===== config.mk =====
export PLATFORM = sky130hd
export DESIGN_NAME = fpu_dispatch_flat
export DESIGN_NICKNAME = d
export VERILOG_FILES = /design/src/rtl/fpu_dispatch_if.sv /design/src/rtl/fpu_dispatch.sv /design/src/flat_wrapper.sv
export SDC_FILE = /design/constraint.sdc
export NUM_CORES = 1
export LEC_CHECK = 0
export ABC_AREA = 1
export BUFFER_PORTS_ARGS = -buffer_cell sky130_fd_sc_hd__buf_2
export CORE_AREA = 2 2 144 146
export DETAILED_ROUTE_END_ITERATION = 6
export DIE_AREA = 0 0 146 148
export GPL_TIMING_DRIVEN = 0
export MAX_ROUTING_LAYER = met4
export PLACE_DENSITY = 0.64
export SLEW_MARGIN = 40
export SYNTH_ARGS = -nofsm -noshare
export SYNTH_HDL_FRONTEND = slang
export SYNTH_SLANG_ARGS = --single-unit

===== constraint.sdc =====
create_clock -name CLK -period 4.6 [get_ports CLK]
set_input_delay 0.69 -clock CLK [delete_from_list [all_inputs] [get_ports CLK]]
set_output_delay 0.69 -clock CLK [all_outputs]
set_load 0.03 [all_outputs]

===== src/rtl/fpu_dispatch_if.sv =====
// Issue/result handshake bundle for the FPU dispatcher.
// Master drives requests and result_ready; slave is the dispatcher.
interface fpu_dispatch_if #(
  parameter int W    = 32,
  parameter int TAGW = 5,
  parameter int OPW  = 3
);
  logic            in_valid;
  logic            in_ready;
  logic [OPW-1:0]  operator;
  logic [W-1:0]    a;
  logic [W-1:0]    b;
  logic [TAGW-1:0] tag;
  logic            result_valid;
  logic            result_ready;
  logic [W-1:0]    c;
  logic [TAGW-1:0] result_tag;
  logic            result_err;

  modport master (
    output in_valid, operator, a, b, tag,
    output result_ready,
    input  in_ready,
    input  result_valid, c, result_tag, result_err
  );

  modport slave (
    input  in_valid, operator, a, b, tag,
    input  result_ready,
    output in_ready,
    output result_valid, c, result_tag, result_err
  );
endinterface


===== src/rtl/fpu_dispatch.sv =====
// FPU front end: issues ops to NUNIT AXI-stream units, returns results in order.
// Define FPU_DISPATCH_SIGNOP_EN to add NEG/ABS on the internal path.
module fpu_dispatch #(
  parameter int W     = 32,
  parameter int NUNIT = 5,
  parameter int DEPTH = 8,
  parameter int TAGW  = 5,
  parameter int OPW   = 3
) (
  input  logic                       CLK,
  input  logic                       INITIALIZE,
  fpu_dispatch_if.slave              bus,
  output logic                       unit_aresetn,
  output logic [NUNIT-1:0]           unit_in_valid,
  input  logic [NUNIT-1:0]           unit_in_ready,
  output logic [W-1:0]               unit_a,
  output logic [W-1:0]               unit_b,
  input  logic [NUNIT-1:0]           unit_res_valid,
  output logic [NUNIT-1:0]           unit_res_ready,
  input  logic [NUNIT*W-1:0]         unit_res_data,
  output logic [$clog2(DEPTH+1)-1:0] inflight
);

  localparam int IDW = $clog2(NUNIT + 1);
  localparam int PW  = $clog2(DEPTH);
  localparam int CW  = $clog2(DEPTH + 1);

  localparam logic [IDW-1:0] INT  = IDW'(NUNIT);
  localparam logic [W-1:0]   QNAN = W'(32'h7FC0_0000);

  typedef enum logic [1:0] {
    RS_HOLD,
    RS_WAIT1,
    RS_WAIT2,
    RS_RUN
  } rs_t;

  rs_t  rs_q;
  rs_t  rs_d;
  logic aresetn_q;
  logic rst_busy;

  logic [PW-1:0]   wp_q;
  logic [PW-1:0]   rp_q;
  logic [CW-1:0]   cnt_q;
  logic [IDW-1:0]  f_id  [DEPTH];
  logic [TAGW-1:0] f_tag [DEPTH];
  logic            f_ill [DEPTH];

  logic            int_valid_q;
  logic [W-1:0]    int_data_q;
  logic [W-1:0]    int_res;
  logic            int_ill;

  logic            res_valid_q;
  logic [W-1:0]    c_q;
  logic [TAGW-1:0] rtag_q;
  logic            rerr_q;

  logic [NUNIT-1:0] op_hot;
  logic             is_ext;
  logic             ext_rdy;
  logic             full;
  logic             empty;
  logic             in_ready;
  logic             push;
  logic [IDW-1:0]   push_id;
  logic             push_ill;

  logic [IDW-1:0]   head;
  logic [W-1:0]     head_data;
  logic             src_ok;
  logic             out_free;
  logic             load;
  logic             int_pop;

  // Units get the INITIALIZE cycle plus two more of low reset, registered.
  always_ff @(posedge CLK) begin
    if (INITIALIZE) begin
      rs_q      <= RS_HOLD;
      aresetn_q <= 1'b0;
    end else begin
      rs_q      <= rs_d;
      aresetn_q <= (rs_d == RS_RUN);
    end
  end

  always_comb begin
    rs_d = rs_q;
    case (rs_q)
      RS_HOLD:  rs_d = RS_WAIT1;
      RS_WAIT1: rs_d = RS_WAIT2;
      RS_WAIT2: rs_d = RS_RUN;
      default:  rs_d = RS_RUN;
    endcase
  end

  assign rst_busy     = INITIALIZE || (rs_q != RS_RUN);
  assign unit_aresetn = aresetn_q;

  always_comb begin
    op_hot = '0;
    for (int u = 0; u < NUNIT; u++) begin
      op_hot[u] = (bus.operator == OPW'(u));
    end
  end

  assign is_ext  = (bus.operator < OPW'(NUNIT));
  assign ext_rdy = |(op_hot & unit_in_ready);
  assign full    = (cnt_q == CW'(DEPTH));
  assign empty   = (cnt_q == '0);

`ifdef FPU_DISPATCH_SIGNOP_EN
  always_comb begin
    int_res = QNAN;
    int_ill = 1'b1;
    unique case (1'b1)
      (bus.operator == OPW'(NUNIT)): begin
        int_res = {~bus.a[W-1], bus.a[W-2:0]};
        int_ill = 1'b0;
      end
      (bus.operator == OPW'(NUNIT + 1)): begin
        int_res = {1'b0, bus.a[W-2:0]};
        int_ill = 1'b0;
      end
      default: ;
    endcase
  end
`else
  assign int_res = QNAN;
  assign int_ill = 1'b1;
`endif

  assign in_ready = !full && !rst_busy &&
                    (is_ext ? ext_rdy : (!int_valid_q || int_pop));

  assign unit_in_valid =
    (bus.in_valid && !full && !rst_busy) ? op_hot : '0;

  assign unit_a = bus.a;
  assign unit_b = bus.b;

  assign push     = bus.in_valid && in_ready;
  assign push_id  = is_ext ? IDW'(bus.operator) : INT;
  assign push_ill = !is_ext && int_ill;

  assign head = f_id[rp_q];

  always_comb begin
    src_ok    = 1'b0;
    head_data = int_data_q;
    for (int u = 0; u < NUNIT; u++) begin
      if (head == IDW'(u)) begin
        src_ok    = unit_res_valid[u];
        head_data = unit_res_data[u*W +: W];
      end
    end
    if (head == INT) begin
      src_ok = int_valid_q;
    end
  end

  assign out_free = !res_valid_q || bus.result_ready;
  assign load     = !empty && !rst_busy && src_ok && out_free;
  assign int_pop  = load && (head == INT);

  always_comb begin
    unit_res_ready = '0;
    for (int u = 0; u < NUNIT; u++) begin
      unit_res_ready[u] = !empty && !rst_busy && out_free &&
                          (head == IDW'(u));
    end
  end

  always_ff @(posedge CLK) begin
    if (push) begin
      f_id[wp_q]  <= push_id;
      f_tag[wp_q] <= bus.tag;
      f_ill[wp_q] <= push_ill;
    end
  end

  always_ff @(posedge CLK) begin
    if (INITIALIZE) begin
      wp_q        <= '0;
      rp_q        <= '0;
      cnt_q       <= '0;
      int_valid_q <= 1'b0;
      int_data_q  <= '0;
      res_valid_q <= 1'b0;
      c_q         <= '0;
      rtag_q      <= '0;
      rerr_q      <= 1'b0;
    end else begin
      if (push) wp_q <= wp_q + 1'b1;
      if (load) rp_q <= rp_q + 1'b1;
      case ({push, load})
        2'b10:   cnt_q <= cnt_q + CW'(1);
        2'b01:   cnt_q <= cnt_q - CW'(1);
        default: ;
      endcase
      if (push && !is_ext) begin
        int_valid_q <= 1'b1;
        int_data_q  <= int_res;
      end else if (int_pop) begin
        int_valid_q <= 1'b0;
      end
      if (load) begin
        res_valid_q <= 1'b1;
        c_q         <= head_data;
        rtag_q      <= f_tag[rp_q];
        rerr_q      <= f_ill[rp_q];
      end else if (bus.result_ready) begin
        res_valid_q <= 1'b0;
      end
    end
  end

  assign bus.in_ready     = in_ready;
  assign bus.result_valid = res_valid_q;
  assign bus.c            = c_q;
  assign bus.result_tag   = rtag_q;
  assign bus.result_err   = rerr_q;
  assign inflight         = cnt_q;

endmodule


===== src/flat_wrapper.sv =====
// flat-port wrapper written by rule: the top's interface ports become plain ports
module fpu_dispatch_flat 
#(
  parameter int W     = 32,
  parameter int NUNIT = 5,
  parameter int DEPTH = 8,
  parameter int TAGW  = 5,
  parameter int OPW   = 3
)
  (CLK, INITIALIZE, unit_aresetn, unit_in_valid, unit_in_ready, unit_a, unit_b, unit_res_valid, unit_res_ready, unit_res_data, inflight, bus_in_valid, bus_operator, bus_a, bus_b, bus_tag, bus_result_ready, bus_in_ready, bus_result_valid, bus_c, bus_result_tag, bus_result_err);
  fpu_dispatch_if #(.W(W), .TAGW(TAGW), .OPW(OPW)) bus_i ();
  input  logic CLK;
  input  logic INITIALIZE;
  output logic unit_aresetn;
  output logic [NUNIT-1:0] unit_in_valid;
  input  logic [NUNIT-1:0] unit_in_ready;
  output logic [W-1:0] unit_a;
  output logic [W-1:0] unit_b;
  input  logic [NUNIT-1:0] unit_res_valid;
  output logic [NUNIT-1:0] unit_res_ready;
  input  logic [NUNIT*W-1:0] unit_res_data;
  output logic [$clog2(DEPTH+1)-1:0] inflight;
  input wire logic [$bits(bus_i.in_valid)-1:0] bus_in_valid;
  input wire logic [$bits(bus_i.operator)-1:0] bus_operator;
  input wire logic [$bits(bus_i.a)-1:0] bus_a;
  input wire logic [$bits(bus_i.b)-1:0] bus_b;
  input wire logic [$bits(bus_i.tag)-1:0] bus_tag;
  input wire logic [$bits(bus_i.result_ready)-1:0] bus_result_ready;
  output wire logic [$bits(bus_i.in_ready)-1:0] bus_in_ready;
  output wire logic [$bits(bus_i.result_valid)-1:0] bus_result_valid;
  output wire logic [$bits(bus_i.c)-1:0] bus_c;
  output wire logic [$bits(bus_i.result_tag)-1:0] bus_result_tag;
  output wire logic [$bits(bus_i.result_err)-1:0] bus_result_err;
  assign bus_i.in_valid = bus_in_valid;
  assign bus_i.operator = bus_operator;
  assign bus_i.a = bus_a;
  assign bus_i.b = bus_b;
  assign bus_i.tag = bus_tag;
  assign bus_i.result_ready = bus_result_ready;
  assign bus_in_ready = bus_i.in_ready;
  assign bus_result_valid = bus_i.result_valid;
  assign bus_c = bus_i.c;
  assign bus_result_tag = bus_i.result_tag;
  assign bus_result_err = bus_i.result_err;
  fpu_dispatch #(.W(W), .NUNIT(NUNIT), .DEPTH(DEPTH), .TAGW(TAGW), .OPW(OPW)) u_core (.CLK(CLK), .INITIALIZE(INITIALIZE), .bus(bus_i), .unit_aresetn(unit_aresetn), .unit_in_valid(unit_in_valid), .unit_in_ready(unit_in_ready), .unit_a(unit_a), .unit_b(unit_b), .unit_res_valid(unit_res_valid), .unit_res_ready(unit_res_ready), .unit_res_data(unit_res_data), .inflight(inflight));
endmodule

==> results of run 1 <==
[worst max path at each step]
stage                                       to  slack, ns       start
2_1_floorplan  u_core.inflight[3]$_SDFFE_PP0P_       1.42  INITIALIZE
3_3_place_gp      u_core.f_tag[7][2]$_DFFE_PP_       0.21  INITIALIZE
3_5_place_dp   u_core.inflight[3]$_SDFFE_PP0P_       0.68  INITIALIZE
4_1_cts        u_core.inflight[3]$_SDFFE_PP0P_       1.12  INITIALIZE
5_1_grt        u_core.inflight[3]$_SDFFE_PP0P_       0.78  INITIALIZE
6_report       u_core.inflight[3]$_SDFFE_PP0P_       1.11  INITIALIZE
[worst max-delay path, stage by stage]
cell	delay (ns)
clkbuf_1	0.22
nor2_1	0.25
nand4_1	0.38
o211ai_1	0.46
nand3_1	0.32
ha_1	0.34
ha_1	0.33
nand2_1	0.08
nor2_1	0.04
a211oi_1	0.25
nor2_1	0.07
nor2_1	0.09
nand2_1	0.07
o21ai_0	0.15
a21oi_1	0.06
[Yosys cell counts (all sizes together) (10+ instances only)]
library cell,count
clkbuf,18
inv,103
buf,92
dfxtp,57
nand2,218
edfxtp,72
a21oi,53
nand4,19
nor2,159
o21ai,41
nand3,82
or2,10
[kinds of logic after synthesis]
| family | synth area share [%] |
|---|---|
| simple gates | 29.0 |
| flops | 45.3 |
| xor+xnor | 0.360 |
| buf+inv | 15.4 |
| fa+ha+maj | 1.13 |
| compound gates | 8.83 |
[stage by stage]
stage | util (%) | area, sq um | hold WS [ns] | cells
6_report | 49.3 | 9870 | 0.464 | 1580
5_1_grt | 49.3 | 9870 | 0.476 | 1580
4_1_cts | 49.1 | 9850 | 0.458 | 1573
3_5_place_dp | 46.0 | 9220 | 0.448 | 1541
3_3_place_gp | 45.6 | 9130 | 0.445 | 1535
2_1_floorplan | - | 7300 | 0.430 | 966
[final cells by class]
| class | count | share of cell area, % |
|---|---|---|
| inverters | 104 | 3.95 |
| clock buffers | 20 | 5.07 |
| repair buffers | 305 | 15.6 |
| multi-input cells | 623 | 29.5 |
| diodes | 7 | 0.177 |
| flip-flops and latches | 129 | 33.5 |
| plain buffers | 110 | 7.46 |
| clock inverters | 12 | 1.28 |
| well taps | 270 | 3.42 |
[placed cells by master, fill, tap and decap left out, drive strengths merged, types with 19 or more instances in the layout]
cell type  Yosys  layout
nand3         82      82
nand4         19      19
buf           92     397
nor2         159     159
o21ai         41      41
nand2        218     218
inv          103     111
clkbuf        18      38
dfxtp         57      57
a21oi         53      53
edfxtp        72      72
[routing by layer]
metal,wire [microns],part of all wire (%),vias up,global-route usage (%)
met5,0,0,-,-
met4,529,1.9,0,6.80
met3,2960,10,34,8.80
met2,12600,45,390,38.6
met1,12200,43,3477,33.8
li1,-,-,3727,-
[state kept, by name (all words and copies together), names as in the netlist, 2 cells and up, named ones only]
| signal | count |
|---|---|
| u_core.f_tag | 40 |
| u_core.bus.c | 32 |
| u_core.f_id | 24 |
| u_core.f_ill | 8 |
| u_core.bus.result_tag | 5 |
| u_core.inflight | 4 |
| u_core.rp_q | 3 |
| u_core.wp_q | 3 |
| u_core.rs_q | 2 |
[report_power, final]
part	internal (W)	switching [W]	total, W
Clock	0.000858	0.000575	0.00143
Sequential	0.00122	0.00000260	0.00122
Combinational	0.000132	0.000181	0.000313
Total	0.00221	0.000759	0.00297
==> flow_summary.json, run 1 <==
{
  "max_freq_ghz": 0.287,
  "irDropWorstVdd_uv": 283,
  "setup_tns_ns": 0,
  "critical_path_class": "in2reg",
  "critical_path_required_ns": 4.93,
  "hold_violations": 0,
  "clkTransAtPathRegs_ns": 0.07,
  "dieHeight_microns": 148,
  "synth_top_area_cell": "edfxtp_1",
  "seqCellArea_sq_um": 3300,
  "syn_area_sq_um": 7300,
  "drive_above_1_share_pct": 35.5,
  "clkSinkCount": 129,
  "core_sq_um": 20000,
  "port_buffers": 299,
  "hold_end": "u_core.int_data_q[22]$_SDFFE_PP0P_",
  "worst_pin_slew_ns": 0.778,
  "vias": 7628,
  "post-route-min-period_ns": 3.49,
  "arrival_ns": 3.81,
  "setup_viol": 0,
  "place_congestion": 0.951,
  "grt_usage_pct": 25.9,
  "hold_depth": 2,
  "cts_tree": "yes",
  "firstDrtPassIters": 5,
  "status": "complete, no violations",
  "ctsHoldBuffers": 0,
  "skew_ns": 0.0102,
  "worstHoldStart": "u_core.int_data_q[22]$_SDFFE_PP0P_",
  "grt_pass1_vias": 6796,
  "place_ws_ns": 0.684,
  "rr_worst_depth": 17,
  "grt_max_degree": 17,
  "syn_to_final_growth_pct": 35.3,
  "cp_max_fo": 8,
  "relSlewSlack_pct": 47.8,
  "clkLatencyLatePin_ns": 0.43,
  "power.density_nw_per_um2": 301,
  "ant_nets": 0,
  "ios": 365,
  "die_x_microns": 146,
  "ys_seq_area_share_pct": 45.3,
  "initial_core_util_pct": 36.4,
  "setup_slack_ns": 1.11,
  "drv_cap": 0,
  "synthArstFlopShare_pct": 0,
  "synthFlopType": "edfxtp_1",
  "wl_per_cell_microns": 17.9,
  "slew_violations": 0,
  "nFillCells": 2030,
  "finish.net_count": 1542,
  "fin_crit_sh_pct": 75.8,
  "vias_per_cell": 4.83,
  "post-cts-setup-buffers": 0,
  "cts-resized-gates": 0,
  "hp-class": "reg2reg",
  "cp-start-kind": "input pin",
  "multiInputGateArea_sq_um": 2920,
  "syn_avg_cell_area_sq_um": 7.56,
  "rsz0062_at_grt": "no",
  "dieArea_sq_um": 21600,
  "ys_types": 38,
  "leakage_nw": 4.84,
  "r2r-end": "u_core.inflight[3]$_SDFFE_PP0P_",
  "drt_wl_total_microns": 28300,
  "clock_path_buffers": 2,
  "yosys-top-cells-area": "edfxtp_1, dfxtp_1, nand2_1",
  "yosysWarningCount": 0,
  "reg2reg_setup_slack_ns": 1.14,
  "numCtsBuffers": 17,
  "synth_top_area_share_pct": 29.6,
  "root_buffer": "clkbuf_16",
  "synth-edff-count": 72,
  "grt_pass1_wl_microns": 39900,
  "drt_iter0_drc": 508,
  "synthesis.instances": 966,
  "drc": 0,
  "antenna_found_initial": 7,
  "num_rows": 52,
  "hpwlAfterDp_microns": 22700,
  "crit_path_end_kind": "flop",
  "h-tree-depth": 4,
  "syn_nets": 1218,
  "power_w": 0.00297,
  "ys_ff_latch": 129,
  "grt_overflow": 0
}
(Power assumes the default switching activity.)
==> run 2, diff against run 1 <==
--- a/config.mk
+++ b/config.mk
@@ -7,12 +7,12 @@
 export LEC_CHECK = 0
 export ABC_AREA = 1
 export BUFFER_PORTS_ARGS = -buffer_cell sky130_fd_sc_hd__buf_2
-export CORE_AREA = 2 2 144 146
+export CORE_AREA = 2 2 143 145
 export DETAILED_ROUTE_END_ITERATION = 6
-export DIE_AREA = 0 0 146 148
+export DIE_AREA = 0 0 145 147
 export GPL_TIMING_DRIVEN = 0
 export MAX_ROUTING_LAYER = met4
-export PLACE_DENSITY = 0.64
+export PLACE_DENSITY = 0.67
 export SLEW_MARGIN = 40
 export SYNTH_ARGS = -nofsm -noshare
 export SYNTH_HDL_FRONTEND = slang
==> constraint.sdc (replaced) <==
create_clock -name CLK -period 3.2 [get_ports CLK]
set_input_delay 0.48 -clock CLK [delete_from_list [all_inputs] [get_ports CLK]]
set_output_delay 0.48 -clock CLK [all_outputs]
set_load 0.03 [all_outputs]
==> flow_summary.json, run 2 (synthesized netlist as in run 1, its figures left out) <==
{
  "status": "complete, no violations",
  "share_seq_of_total_power_pct": 44.7,
  "grt_overflow": 0,
  "combPwrFrac_pct": 11.3,
  "drc": 0,
  "swShare_pct": 25.5,
  "grt_pass1_wl_microns": 39300,
  "antenna_found_initial": 1,
  "ctsHoldBuffers": 0,
  "power.density_nw_per_um2": 398,
  "finish.utilization_pct": 49.7,
  "hp-class": "in2reg",
  "largest_register_ffs": 40,
  "grt_usage_pct": 25.0,
  "vias": 7714,
  "grt_pass1_vias": 6921,
  "cts_tree": "yes",
  "place_congestion": 0.972,
  "p_int_w": 0.00293,
  "critical_path_class": "in2reg",
  "final_common_cell": "buf_2",
  "drt_wl_total_microns": 26700,
  "nFillCells": 1933,
  "initial_core_util_pct": 36.8,
  "drv_cap": 0,
  "final_cells": 1582,
  "layout_common_cells": "buf_2, nand2_1, nor2_1",
  "clkSinkCount": 129,
  "fin_crit_sh_pct": 94.4,
  "irDropWorstVdd_uv": 361,
  "numCtsBuffers": 17,
  "clkLatencyLatePin_ns": 0.42,
  "hold_ws_ns": 0.338,
  "worstHoldStart": "bus_tag[3]",
  "cp-start-kind": "input pin",
  "dpl.cell_count": 1543,
  "syn_to_final_growth_pct": 35.2,
  "post_dp_cell_area_sq_um": 9230,
  "num_rows": 52,
  "max_freq_ghz": 0.331,
  "switchingPower_w": 0.00100,
  "slew_violations": 0,
  "r2r-end": "u_core.inflight[3]$_SDFFE_PP0P_",
  "setup_viol": 0,
  "drt_iter0_drc": 684,
  "reg2reg_setup_slack_ns": 0.20,
  "clkTransAtPathRegs_ns": 0.06,
  "ios": 365,
  "skew_ns": 0.0101,
  "crit_path_end_kind": "flop",
  "clock_path_buffers": 2,
  "fin_area_sq_um": 9870,
  "core_sq_um": 19800,
  "root_buffer": "clkbuf_16",
  "power_w": 0.00393,
  "relSlewSlack_pct": 43.3,
  "hold_violations": 0,
  "rr_worst_depth": 18,
  "hold_depth": 1,
  "grt_max_degree": 17,
  "dieHeight_microns": 147,
  "h-tree-depth": 4,
  "firstDrtPassIters": 5,
  "wl_per_cell_microns": 16.9,
  "arrival_ns": 3.32,
  "leakage_nw": 4.85,
  "die_x_microns": 145,
  "drive_above_1_share_pct": 36.3,
  "p_clk_share_pct": 44.0,
  "hold_end": "u_core.f_tag[4][3]$_DFFE_PP_",
  "vias_per_cell": 4.88,
  "cp_max_fo": 8,
  "worst_pin_slew_ns": 0.848,
  "ant_nets": 0,
  "finish.net_count": 1552,
  "hpwlAfterDp_microns": 21100,
  "critical_path_required_ns": 3.50,
  "port_buffers": 299,
  "regMostFlops": "u_core.f_tag",
  "post-route-min-period_ns": 3.02,
  "dieArea_sq_um": 21300,
  "rsz0062_at_grt": "no"
}
## run 2: changes by cell type in the layout (fill, tap and decap cells not counted), sizes merged
cell,change
bufinv,-1
inv,-5
buf,+10
clkbuf,-2
clkinv,+6
diode,-6
## run 2: timing repair
action / CTS / global route
buffers inserted: 1 / 7
pin swaps: 0 / 9
setup endpoints to repair: 2 / 1
resized for setup: 4 / 11
## run 2: final cells by class
class	instances	area, sq um	share of cell area, %
Tap cell	270	338	3.42
Buffer	110	746	7.55
Multi-Input combinational cell	623	2960	30.0
Clock inverter	12	87.6	0.887
Clock buffer	18	429	4.35
Sequential cell	129	3310	33.5
Inverter	104	390	3.95
Antenna cell	1	2.50	0.0254
Timing Repair Buffer	315	1610	16.3
## run 2: power groups by stage
stage / Combinational, W / Clock, W / Sequential (W)
3_3_place_gp: 0.000438 / 0 / 0.00179
6_report: 0.000443 / 0.00173 / 0.00176
3_5_place_dp: 0.000438 / 0 / 0.00179
5_1_grt: 0.000474 / 0.00183 / 0.00176
2_1_floorplan: 0.000233 / 0 / 0.00180
4_1_cts: 0.000439 / 0.00174 / 0.00176
## run 2: worst max path at each step
| stage | cells after the start | start | end | slack [ns] |
|---|---|---|---|---|
| 2_1_floorplan | 16 | INITIALIZE | u_core.inflight[3]$_SDFFE_PP0P_ | 0.23 |
| 3_3_place_gp | 8 | INITIALIZE | u_core.f_tag[3][2]$_DFFE_PP_ | -0.80 |
| 3_5_place_dp | 16 | INITIALIZE | u_core.inflight[3]$_SDFFE_PP0P_ | -0.55 |
| 4_1_cts | 22 | flop | u_core.inflight[3]$_SDFFE_PP0P_ | 0.03 |
| 5_1_grt | 20 | flop | u_core.inflight[3]$_SDFFE_PP0P_ | 0.009 |
| 6_report | 15 | INITIALIZE | u_core.inflight[3]$_SDFFE_PP0P_ | 0.18 |
## run 2: metal layers
metal	GRT usage, %	wire, microns
met5	-	0
met4	7.08	544
met3	5.53	2260
met2	40.3	12800
met1	31.7	11100
## run 2: metrics by stage
stage	worst slack, ns	TNS (ns)
2_1_floorplan	0.232	0
3_3_place_gp	-0.799	-56.16
3_5_place_dp	-0.553	-6.44
6_report	0.179	0
4_1_cts	0.0343	0
5_1_grt	0.00884	0
## run 2: critical path, cell delays in order
cell and delay, ns:
clkbuf_1 0.31, nor2_1 0.29, nand4_1 0.33, o211ai_1 0.38
nand3_2 0.23, ha_4 0.25, ha_1 0.26, nand2_1 0.06
nor2_1 0.04, a211oi_2 0.24, nor2_1 0.06, nor2_1 0.10
nand2_1 0.11, o21ai_1 0.12, a21oi_1 0.06
==> run 3, diff against run 2 <==
--- a/config.mk
+++ b/config.mk
@@ -5,14 +5,14 @@
 export SDC_FILE = /design/constraint.sdc
 export NUM_CORES = 1
 export LEC_CHECK = 0
-export ABC_AREA = 1
+export ABC_AREA = 0
 export BUFFER_PORTS_ARGS = -buffer_cell sky130_fd_sc_hd__buf_2
-export CORE_AREA = 2 2 143 145
+export CORE_AREA = 2 2 141 143
 export DETAILED_ROUTE_END_ITERATION = 6
-export DIE_AREA = 0 0 145 147
+export DIE_AREA = 0 0 143 145
 export GPL_TIMING_DRIVEN = 0
 export MAX_ROUTING_LAYER = met4
-export PLACE_DENSITY = 0.67
+export PLACE_DENSITY = 0.68
 export SLEW_MARGIN = 40
 export SYNTH_ARGS = -nofsm -noshare
 export SYNTH_HDL_FRONTEND = slang
==> flow_summary.json, run 3 <==
{
  "synthXorXnorAreaFrac_pct": 0.499,
  "rr_worst_depth": 13,
  "grt_pass1_wl_microns": 37200,
  "final_cells": 1294,
  "hold_depth": 1,
  "grt_usage_pct": 24.6,
  "post_dp_cell_area_sq_um": 8980,
  "worstHoldStart": "bus_tag[3]",
  "synth_most_common_cell": "nand2_1",
  "max_freq_ghz": 0.300,
  "vias_per_cell": 5.07,
  "num_rows": 51,
  "drc": 0,
  "largest_register_ffs": 40,
  "slew_violations": 0,
  "violations": "setup timing",
  "dieHeight_microns": 145,
  "clock_path_buffers": 2,
  "grt_overflow": 0,
  "arrival_ns": 3.69,
  "hold_ws_ns": 0.329,
  "drive_above_1_share_pct": 50.8,
  "synthArstFlopShare_pct": 0,
  "nFillCells": 1732,
  "setup_slack_ns": -0.136,
  "synth-edff-count": 72,
  "ant_nets": 0,
  "synth_top_family_by_area": "compound AO/OA/AOI/OAI gates",
  "reg2reg_setup_slack_ns": -0.14,
  "ctsHoldBuffers": 0,
  "leakage_nw": 4.28,
  "syn_avg_cell_area_sq_um": 10.7,
  "synth_top_area_share_pct": 30.8,
  "hold_end": "u_core.f_tag[1][3]$_DFFE_PP_",
  "slowest_stage": "mux4_2",
  "crit_path_frequent_cell": "ha_4",
  "clkSinkCount": 129,
  "irDropWorstVdd_uv": 413,
  "fin_area_sq_um": 9990,
  "critical-path-top-delay-family": "multiplexers",
  "die_x_microns": 143,
  "drt_iter0_drc": 442,
  "syn_area_sq_um": 7020,
  "relSlewSlack_pct": 48.7,
  "final_common_cell": "buf_2",
  "layout_common_cells": "buf_2, buf_4, nand2_1",
  "port_buffers": 298,
  "skew_ns": 0.0151,
  "initial_core_util_pct": 36.6,
  "critical_path.max_stage_delay_ns": 0.54,
  "cp_cell_sequence": "buf_6 > mux4_2 > mux2i_4 > mux2i_2 > o32ai_4 > or2_4 > ha_4 > ha_4 > a21o_1 > a21oi_2 > xnor2_2 > or3_1 > a21oi_1",
  "power.density_nw_per_um2": 404,
  "synth_top_area_cell": "edfxtp_1",
  "cp-start-kind": "flop",
  "grt_max_degree": 20,
  "vias": 6564,
  "synthSimpleGateAreaFrac_pct": 12.5,
  "drt_wl_total_microns": 25600,
  "synth_compound_area_share_pct": 15.5,
  "ys_types": 51,
  "antenna_found_initial": 4,
  "r2r-end": "u_core.inflight[3]$_SDFFE_PP0P_",
  "root_buffer": "clkbuf_16",
  "path_buf_inv": 1,
  "critical_path_class": "reg2reg",
  "worst_pin_slew_ns": 0.766,
  "place_congestion": 0.924,
  "grt_pass1_vias": 6382,
  "cts_tree": "yes",
  "status": "complete, but fails checks",
  "hp-class": "in2reg",
  "synthesis.instances": 657,
  "regMostFlops": "u_core.f_tag",
  "hpwlAfterDp_microns": 19500,
  "syn_to_final_growth_pct": 42.3,
  "dpl.cell_count": 1230,
  "ys_top_cells_by_count": "nand2_1, edfxtp_1, buf_4",
  "rsz0062_at_grt": "yes",
  "numCtsBuffers": 17,
  "yosys-top-cells-area": "edfxtp_1, dfxtp_1, buf_4",
  "post-route-min-period_ns": 3.34,
  "clkLatencyLatePin_ns": 0.43,
  "ys_seq_area_share_pct": 47.1,
  "core_sq_um": 19200,
  "wl_per_cell_microns": 19.8,
  "crit_path_end_kind": "flop",
  "firstDrtPassIters": 6,
  "critical_path_required_ns": 3.56,
  "clkTransAtPathRegs_ns": 0.07,
  "ys_ff_latch": 129,
  "synthMuxAreaShare_pct": 12.5,
  "hold_violations": 0,
  "synthFlopType": "edfxtp_1",
  "syn_nets": 909,
  "cp_max_fo": 4,
  "finish.utilization_pct": 52.0,
  "setup_viol": 1,
  "finish.net_count": 1264,
  "dieArea_sq_um": 20700,
  "fin_crit_sh_pct": 104,
  "drv_cap": 0,
  "synthAdderAreaFrac_pct": 1.18,
  "setup_tns_ns": -0.136,
  "yosysWarningCount": 0,
  "ios": 365,
  "h-tree-depth": 4
}
run 3: layout make-up:
cell class / instances / area (sq um) / share of cell area [%]
Inverter: 7 / 28.8 / 0.288
Timing Repair Buffer: 342 / 1850 / 18.6
Clock inverter: 15 / 120 / 1.20
Antenna cell: 4 / 10.0 / 0.100
Clock buffer: 17 / 425 / 4.26
Multi-Input combinational cell: 402 / 3160 / 31.6
Sequential cell: 129 / 3300 / 33.1
Buffer: 113 / 762 / 7.63
Tap cell: 265 / 332 / 3.32
run 3: timing repair:
item                       CTS  global route
setup endpoints to repair   38            41
pin swaps                    9            16
hold endpoints to repair     0             0
resized for setup           27            30
setup buffers               11            24
run 3: worst register-to-register path: stages, from the launching register on:
cell and delay, ns:
dfxtp_2 0.33, buf_6 0.13, mux4_2 0.54, mux2i_4 0.24
mux2i_2 0.30, o32ai_4 0.14, or2_4 0.31, ha_4 0.19
ha_4 0.20, a21o_1 0.16, a21oi_2 0.17, xnor2_2 0.09
or3_1 0.31, a21oi_1 0.15
run 3: layer usage:
metal | routed length, microns | GRT usage, % | vias to the layer above
met2 | 13000 | 40.6 | 284
met4 | 554 | 8.12 | 0
met5 | 0 | - | -
met3 | 1860 | 5.97 | 39
met1 | 10200 | 29.5 | 3130
li1 | - | - | 3111
run 3: kinds of logic after synthesis:
group | count (synthesis)
AO/OA/AOI/OAI | 139
XOR/XNOR | 4
adder cells (fa/ha/maj) | 6
buffers and inverters | 126
flip-flops | 129
multiplexers | 61
AND/OR/NAND/NOR | 192
run 3: how the worst max path moves through the flow:
stage                     start                         endpoint  depth (start not counted)
2_1_floorplan              flop      u_core.f_id[1][0]$_DFFE_PP_                          6
3_3_place_gp         INITIALIZE     u_core.f_tag[1][2]$_DFFE_PP_                          7
3_5_place_dp   bus_result_ready  u_core.inflight[3]$_SDFFE_PP0P_                         15
4_1_cts                    flop  u_core.inflight[3]$_SDFFE_PP0P_                         14
5_1_grt                    flop  u_core.inflight[3]$_SDFFE_PP0P_                         13
6_report                   flop  u_core.inflight[3]$_SDFFE_PP0P_                         13
run 3: stage by stage:
stage | setup slack, ns | total power (W)
3_3_place_gp | -1.45 | 0.00222
6_report | -0.136 | 0.00404
2_1_floorplan | -0.241 | 0.00203
4_1_cts | -0.183 | 0.00405
3_5_place_dp | -0.718 | 0.00223
5_1_grt | -0.264 | 0.00416
run 3: where the power goes:
part | internal (W) | total, W | switching [W]
sequential | 0.00175 | 0.00176 | 0.00000290
combinational | 0.000203 | 0.000446 | 0.000244
clock | 0.00101 | 0.00184 | 0.000824
total | 0.00297 | 0.00404 | 0.00107
